==> config.mk <==
export PLATFORM = sky130hd
export DESIGN_NAME = mem_arbiter_flat
export DESIGN_NICKNAME = d
export VERILOG_FILES = /design/src/rtl/mem_arbiter_if.sv /design/src/rtl/mem_arbiter.sv /design/src/flat_wrapper.sv
export SDC_FILE = /design/constraint.sdc
export NUM_CORES = 1
export LEC_CHECK = 0
export CORE_MARGIN = 2
export CORE_UTILIZATION = 38
export DETAILED_ROUTE_END_ITERATION = 8
export PLACE_DENSITY = 0.79
export RECOVER_POWER = 100
export SLEW_MARGIN = 20
export SYNTH_ARGS = -nofsm -noshare
export SYNTH_HDL_FRONTEND = slang
export SYNTH_SLANG_ARGS = --single-unit
==> constraint.sdc <==
create_clock -name clk -period 2.1 [get_ports clk]
set_input_delay 0.42 -clock clk [delete_from_list [all_inputs] [get_ports clk]]
set_output_delay 0.42 -clock clk [all_outputs]
set_load 0.05 [all_outputs]
==> src/rtl/mem_arbiter_if.sv <==
// Bundle of the I/D requester ports, the downstream memory port and the stall request.
// The arbiter uses the master view. The requesters and the memory model use the slave view.
interface mem_arbiter_if #(
  parameter int unsigned AW = 32,
  parameter int unsigned DW = 32
);
  localparam int unsigned SW = DW / 8;

  logic          flush_i;
  logic          i_req;
  logic [AW-1:0] i_addr;
  logic          i_addr_ok;
  logic          i_data_ok;
  logic          d_req;
  logic          d_wr;
  logic [SW-1:0] d_wstrb;
  logic [AW-1:0] d_addr;
  logic [DW-1:0] d_wdata;
  logic          d_addr_ok;
  logic          d_data_ok;
  logic [DW-1:0] rdata_o;
  logic          m_req;
  logic          m_wr;
  logic [SW-1:0] m_wstrb;
  logic [AW-1:0] m_addr;
  logic [DW-1:0] m_wdata;
  logic          m_addr_ok;
  logic          m_data_ok;
  logic [DW-1:0] m_rdata;
  logic          stallreq_o;

  modport master (
    input  flush_i, i_req, i_addr, d_req, d_wr, d_wstrb, d_addr, d_wdata,
           m_addr_ok, m_data_ok, m_rdata,
    output i_addr_ok, i_data_ok, d_addr_ok, d_data_ok, rdata_o,
           m_req, m_wr, m_wstrb, m_addr, m_wdata, stallreq_o
  );

  modport slave (
    output flush_i, i_req, i_addr, d_req, d_wr, d_wstrb, d_addr, d_wdata,
           m_addr_ok, m_data_ok, m_rdata,
    input  i_addr_ok, i_data_ok, d_addr_ok, d_data_ok, rdata_o,
           m_req, m_wr, m_wstrb, m_addr, m_wdata, stallreq_o
  );
endinterface

==> src/rtl/mem_arbiter.sv <==
// Fixed-priority (D over I) arbiter for a single sram-like memory port with one transaction
// outstanding. Fetches that are killed by a flush are discarded.
module mem_arbiter #(
  parameter int unsigned AW = 32,
  parameter int unsigned DW = 32
) (
  input  logic          clk,
  input  logic          rst,
  mem_arbiter_if.master bus
);
  localparam int unsigned SW = DW / 8;

  typedef enum logic [1:0] {IDLE, ADDR, WAIT} st_t;

  st_t           st;
  logic          own;
  logic          drop;
  logic          m_req_q;
  logic          q_wr;
  logic [SW-1:0] q_wstrb;
  logic [AW-1:0] q_addr;
  logic [DW-1:0] q_wdata;
  logic [DW-1:0] rdata_q;

  logic d_acc;
  logic i_acc;
  logic done;

  // Acceptance and completion are decided in the same cycle as the request or the response.
  assign d_acc = !rst && (st == IDLE) && bus.d_req;
  assign i_acc = !rst && (st == IDLE) && !bus.d_req && bus.i_req;
  assign done  = !rst && (st == WAIT) && bus.m_data_ok;

  assign bus.d_addr_ok  = d_acc;
  assign bus.i_addr_ok  = i_acc;
  assign bus.d_data_ok  = done && own;
  assign bus.i_data_ok  = done && !own && !drop;
  assign bus.rdata_o    = done ? bus.m_rdata : rdata_q;
  assign bus.stallreq_o = (bus.d_req && !d_acc) ||
                          (!rst && own && (st != IDLE) && !done);

  assign bus.m_req   = m_req_q;
  assign bus.m_wr    = q_wr;
  assign bus.m_wstrb = q_wstrb;
  assign bus.m_addr  = q_addr;
  assign bus.m_wdata = q_wdata;

  always_ff @(posedge clk) begin
    if (rst) begin
      st      <= IDLE;
      own     <= 1'b0;
      drop    <= 1'b0;
      m_req_q <= 1'b0;
      q_wr    <= 1'b0;
      q_wstrb <= '0;
      q_addr  <= '0;
      q_wdata <= '0;
      rdata_q <= '0;
    end else begin
      case (st)
        IDLE: begin
          if (d_acc) begin
            q_wr    <= bus.d_wr;
            q_wstrb <= bus.d_wstrb;
            q_addr  <= bus.d_addr;
            q_wdata <= bus.d_wdata;
            own     <= 1'b1;
            drop    <= 1'b0;
            m_req_q <= 1'b1;
            st      <= ADDR;
          end else if (i_acc) begin
            q_wr    <= 1'b0;
            q_wstrb <= '0;
            q_addr  <= bus.i_addr;
            q_wdata <= '0;
            own     <= 1'b0;
            drop    <= bus.flush_i;
            m_req_q <= 1'b1;
            st      <= ADDR;
          end
        end
        ADDR: begin
          // Data accesses already issued must complete visibly, so only a fetch can be dropped.
          if (bus.flush_i && !own) drop <= 1'b1;
          if (bus.m_addr_ok) begin
            m_req_q <= 1'b0;
            st      <= WAIT;
          end
        end
        WAIT: begin
          if (bus.m_data_ok) begin
            rdata_q <= bus.m_rdata;
            drop    <= 1'b0;
            st      <= IDLE;
          end else if (bus.flush_i && !own) begin
            drop <= 1'b1;
          end
        end
        default: begin
          m_req_q <= 1'b0;
          st      <= IDLE;
        end
      endcase
    end
  end
endmodule

==> src/flat_wrapper.sv <==
// flat-port wrapper written by rule: the top's interface ports become plain ports
module mem_arbiter_flat 
#(
  parameter int unsigned AW = 32,
  parameter int unsigned DW = 32
)
  (clk, rst, bus_flush_i, bus_i_req, bus_i_addr, bus_d_req, bus_d_wr, bus_d_wstrb, bus_d_addr, bus_d_wdata, bus_m_addr_ok, bus_m_data_ok, bus_m_rdata, bus_i_addr_ok, bus_i_data_ok, bus_d_addr_ok, bus_d_data_ok, bus_rdata_o, bus_m_req, bus_m_wr, bus_m_wstrb, bus_m_addr, bus_m_wdata, bus_stallreq_o);
  mem_arbiter_if #(.AW(AW), .DW(DW)) bus_i ();
  input  logic clk;
  input  logic rst;
  input wire logic [$bits(bus_i.flush_i)-1:0] bus_flush_i;
  input wire logic [$bits(bus_i.i_req)-1:0] bus_i_req;
  input wire logic [$bits(bus_i.i_addr)-1:0] bus_i_addr;
  input wire logic [$bits(bus_i.d_req)-1:0] bus_d_req;
  input wire logic [$bits(bus_i.d_wr)-1:0] bus_d_wr;
  input wire logic [$bits(bus_i.d_wstrb)-1:0] bus_d_wstrb;
  input wire logic [$bits(bus_i.d_addr)-1:0] bus_d_addr;
  input wire logic [$bits(bus_i.d_wdata)-1:0] bus_d_wdata;
  input wire logic [$bits(bus_i.m_addr_ok)-1:0] bus_m_addr_ok;
  input wire logic [$bits(bus_i.m_data_ok)-1:0] bus_m_data_ok;
  input wire logic [$bits(bus_i.m_rdata)-1:0] bus_m_rdata;
  output wire logic [$bits(bus_i.i_addr_ok)-1:0] bus_i_addr_ok;
  output wire logic [$bits(bus_i.i_data_ok)-1:0] bus_i_data_ok;
  output wire logic [$bits(bus_i.d_addr_ok)-1:0] bus_d_addr_ok;
  output wire logic [$bits(bus_i.d_data_ok)-1:0] bus_d_data_ok;
  output wire logic [$bits(bus_i.rdata_o)-1:0] bus_rdata_o;
  output wire logic [$bits(bus_i.m_req)-1:0] bus_m_req;
  output wire logic [$bits(bus_i.m_wr)-1:0] bus_m_wr;
  output wire logic [$bits(bus_i.m_wstrb)-1:0] bus_m_wstrb;
  output wire logic [$bits(bus_i.m_addr)-1:0] bus_m_addr;
  output wire logic [$bits(bus_i.m_wdata)-1:0] bus_m_wdata;
  output wire logic [$bits(bus_i.stallreq_o)-1:0] bus_stallreq_o;
  assign bus_i.flush_i = bus_flush_i;
  assign bus_i.i_req = bus_i_req;
  assign bus_i.i_addr = bus_i_addr;
  assign bus_i.d_req = bus_d_req;
  assign bus_i.d_wr = bus_d_wr;
  assign bus_i.d_wstrb = bus_d_wstrb;
  assign bus_i.d_addr = bus_d_addr;
  assign bus_i.d_wdata = bus_d_wdata;
  assign bus_i.m_addr_ok = bus_m_addr_ok;
  assign bus_i.m_data_ok = bus_m_data_ok;
  assign bus_i.m_rdata = bus_m_rdata;
  assign bus_i_addr_ok = bus_i.i_addr_ok;
  assign bus_i_data_ok = bus_i.i_data_ok;
  assign bus_d_addr_ok = bus_i.d_addr_ok;
  assign bus_d_data_ok = bus_i.d_data_ok;
  assign bus_rdata_o = bus_i.rdata_o;
  assign bus_m_req = bus_i.m_req;
  assign bus_m_wr = bus_i.m_wr;
  assign bus_m_wstrb = bus_i.m_wstrb;
  assign bus_m_addr = bus_i.m_addr;
  assign bus_m_wdata = bus_i.m_wdata;
  assign bus_stallreq_o = bus_i.stallreq_o;
  mem_arbiter #(.AW(AW), .DW(DW)) u_core (.clk(clk), .rst(rst), .bus(bus_i));
endmodule
==> impl_metrics.yaml <==
timing:
  period_needed_ns: 2.168
  min_period_over_period: 1.033
  max_freq_mhz: 461.2
  hold_violations: 0
  timing.slew.headroom: 0.6324
  drv_slew: 0
  finalSetupViolCount: 13
  rsz0062_at_grt: "true"
  setup_ws_ns: -0.06831
  worstMarginPinSlew_ns: 0.5376
  skew_ns: 0.01060
power:
  switching_power_mw: 2.441
  leakagePower_nw: 3.239
  power_density_mw_per_mm2: 838.6
  p_seq_frac: 0.349
  p_clk_frac: 0.250
  combPwrFrac: 0.402
  peakVddDrop_mv: 0.4879
  switching_share: 0.3581
  cell_internal_pwr_mw: 4.376
finish:
  most-common-layout-cells: "clkdlybuf4s50_1 (207), dfxtp_1 (104), nor2_1 (72)"
  filler_cell_count: 813
  final_common_cell: "clkdlybuf4s50_1"
  drive_above_1_share: 0.1839
  multi_input_area_mm2: 0.002286
  syn2layout_area_growth_pct: 86.16
  num-nets-final: 885
  antenna-diode-count: 0
  post-route-util: 0.7181
  fin_cells: 888
  regArea_mm2: 0.002127
floorplanning:
  die_w_um: 111.2
  die_y_um: 111.2
  dieArea_mm2: 0.01236
  num_rows: 39
  core-area_mm2: 0.01132
  start_util: 0.3857
  boundaryPins: 247
synthesis:
  syn_area_per_cell_um2: 8.893
  synth.distinct_cells: 31
  synth_edf_count: 0
  synthCells: 491
  synth_warnings: 0
  synth_area_mm2: 0.004367
  synth_async_sr_flop_share: 0
  synth-seq-cells: 106
  synth_flop_cell: "dfxtp_1"
  seq_area_frac_synth: 0.4860
  syn_nets: 636
setup_path:
  start_kind: "flip-flop"
  end_kind: "primary output"
  r2r_start: "u_core.st[0]"
  worstSetupPathType: "reg -> out"
  crit_buf_inv: 4
  r2r-end: "u_core.bus.m_wdata[21]"
  rr_worst_depth: 9
  worst_path_dominant_cell_family: "buffers and inverters"
  critical-path-slowest-cell: "dfxtp_4"
  crit_arrival_ns: 1.75
  slowest_delay_ns: 0.35
  required_ns: 1.68
  critical_path.max_fanout: 8
  crit_chain: "inv_4 -> ha_4 -> and3_4 -> buf_6 -> clkbuf_16 -> nand2_1 -> nand2_2 -> buf_12"
  startpoint: "u_core.st[0]"
  r2r_slack_ns: 0.35
routing:
  drtIter0Drc: 308
  dr_wl_met2_mm: 7.558
  wl_per_cell_um: 16.87
  totalWireLength_mm: 14.98
  met3_length_mm: 1.114
  post_drt_via_cell_ratio: 5.203
  vias: 4620
  ant_nets: 0
  top_layer: "met4"
  drc: 0
  wl_met1_mm: 5.802
  first_pass_iters: 4
global_route:
  track_usage: 0.2281
  grt_max_degree: 63
  grt_pass1_wl_mm: 23.15
  antenna_found_initial: 0
  grt_remaining_overflow: 0
  grt_pass1_vias: 4620
run_status:
  failed_checks: "negative setup slack"
  outcome: "finished with violations"
clock_tree:
  clock_latency_ns: 0.35
  cts_sinks: 106
  cts_buffer_depth: 2
  numCtsBuffers: 9
  holdBufCountCts: 0
  cts_tree: "done"
  clk_pin_slew_ns: 0.07
  cts-root-buf: "clkbuf_16"
  h-tree-depth: 3
placement:
  dp_cells: 863
  place.gp.congestion: 0.7883
  port_buffers: 246
  place_hpwl_mm: 10.31
job:
  maxCapViolCount: 0
worst_hold_path:
  min_from: "u_core.bus.m_addr[31]"
  hold_end: "u_core.bus.m_addr[31]"
  hp-class: "reg -> reg"
  holdPathStages: 2
[power by group through the flow]
| stage | registers [mW] | clock network [mW] | logic [mW] |
|---|---|---|---|
| global placement | 2.39 | 0 | 2.54 |
| finish | 2.38 | 1.70 | 2.74 |
| detailed placement | 2.41 | 0 | 2.58 |
| global route | 2.40 | 1.83 | 2.89 |
| floorplan | 2.97 | 0 | 0.927 |
| CTS | 2.37 | 1.74 | 2.65 |
[per-layer routing]
layer,vias to the layer above,global-route usage
li1,2217,-
met1,2175,0.2785
met2,191,0.3890
met3,37,0.05413
met4,0,0.08807
met5,-,0
[cells in the mapped netlist, types with 2 or more instances]
| cell type | instances | share of area |
|---|---|---|
| nand2_1 | 98 | 0.084 |
| buf_1 | 3 | 0.0026 |
| a22o_1 | 32 | 0.064 |
| a211oi_1 | 34 | 0.058 |
| mux2i_1 | 32 | 0.073 |
| clkbuf_1 | 24 | 0.021 |
| inv_1 | 6 | 0.0052 |
| o21ai_0 | 3 | 0.0034 |
| ha_1 | 5 | 0.014 |
| nor2_1 | 72 | 0.062 |
| dfxtp_1 | 106 | 0.49 |
| buf_2 | 6 | 0.0069 |
| nor2b_1 | 2 | 0.0029 |
| a22oi_1 | 38 | 0.065 |
| buf_6 | 6 | 0.015 |
| nor3_1 | 4 | 0.0046 |
| a21oi_1 | 6 | 0.0069 |
[per-stage QoR]
stage | power, mW | TNS, ns | hold slack (ns) | area (um2) | worst slack (ns)
after floorplan | 3.895 | -0.1090 | 0.4420 | 4372 | -0.1090
after global routing | 7.110 | -1.288 | 0.4768 | 8129 | -0.1287
final | 6.817 | -0.1730 | 0.4542 | 8129 | -0.06831
after CTS | 6.764 | -0.1119 | 0.4568 | 7849 | -0.03426
after detailed placement | 4.984 | -0.07125 | 0.4490 | 7412 | -0.01551
after global placement | 4.929 | 0 | 0.4485 | 7412 | 0.01434
[worst register-to-register path, delay by kind of cell, from the launching register on]
kind,cells,cell delay (ns)
AO/OA/AOI/OAI,1,0.11
adder cells (fa/ha/maj),1,0.17
buffers and inverters,4,0.53
flip-flops,1,0.36
AND/OR/NAND/NOR,3,0.53
[sequential cells by signal, indices dropped and copies added, names as in the netlist]
| name | flops |
|---|---|
| u_core.bus.m_req | 1 |
| u_core.own | 1 |
| u_core.bus.m_wr | 1 |
| u_core.rdata_q | 32 |
| u_core.st | 2 |
| u_core.bus.m_addr | 32 |
| u_core.drop | 1 |
| u_core.bus.m_wstrb | 4 |
| u_core.bus.m_wdata | 32 |
[repair_timing]
action                                 4_1_cts  5_1_grt
gates cloned                                 1        2
gates resized for setup                     27       55
buffers inserted                             4        2
setup endpoints to repair                   35       36
endpoints found under the hold margin        0        0
pin swaps                                    0       26
[cell families (layout without fill, tap and decap cells)]
logic type                 after synthesis  in the layout  synth area share
AOI/OAI and AO/OA                      118            118            0.2075
adders and majority gates                5              5           0.01433
buffers and inverters                   47            301           0.05329
DFF                                    106            106            0.4860
muxes                                   32             32           0.07335
and+or+nand+nor                        183            183            0.1656
[how the worst max path moves through the flow]
stage          slack, ns  cells after the start         endpoint
6_report           -0.07                      8  bus_rdata_o[19]
3_3_place_gp        0.01                      6  bus_rdata_o[18]
5_1_grt            -0.13                      8  bus_rdata_o[19]
4_1_cts            -0.03                      7   bus_rdata_o[0]
3_5_place_dp       -0.02                      6   bus_rdata_o[4]
2_1_floorplan      -0.11                      5   bus_stallreq_o
[area by class of cell]
cell class | instances | area share
Tap cell | 143 | 0.02201
Multi-Input combinational cell | 338 | 0.2812
Clock buffer | 10 | 0.02940
Inverter | 7 | 0.003848
Timing Repair Buffer | 278 | 0.3937
Sequential cell | 106 | 0.2617
Clock inverter | 6 | 0.008158
(Power assumes the default switching activity.)
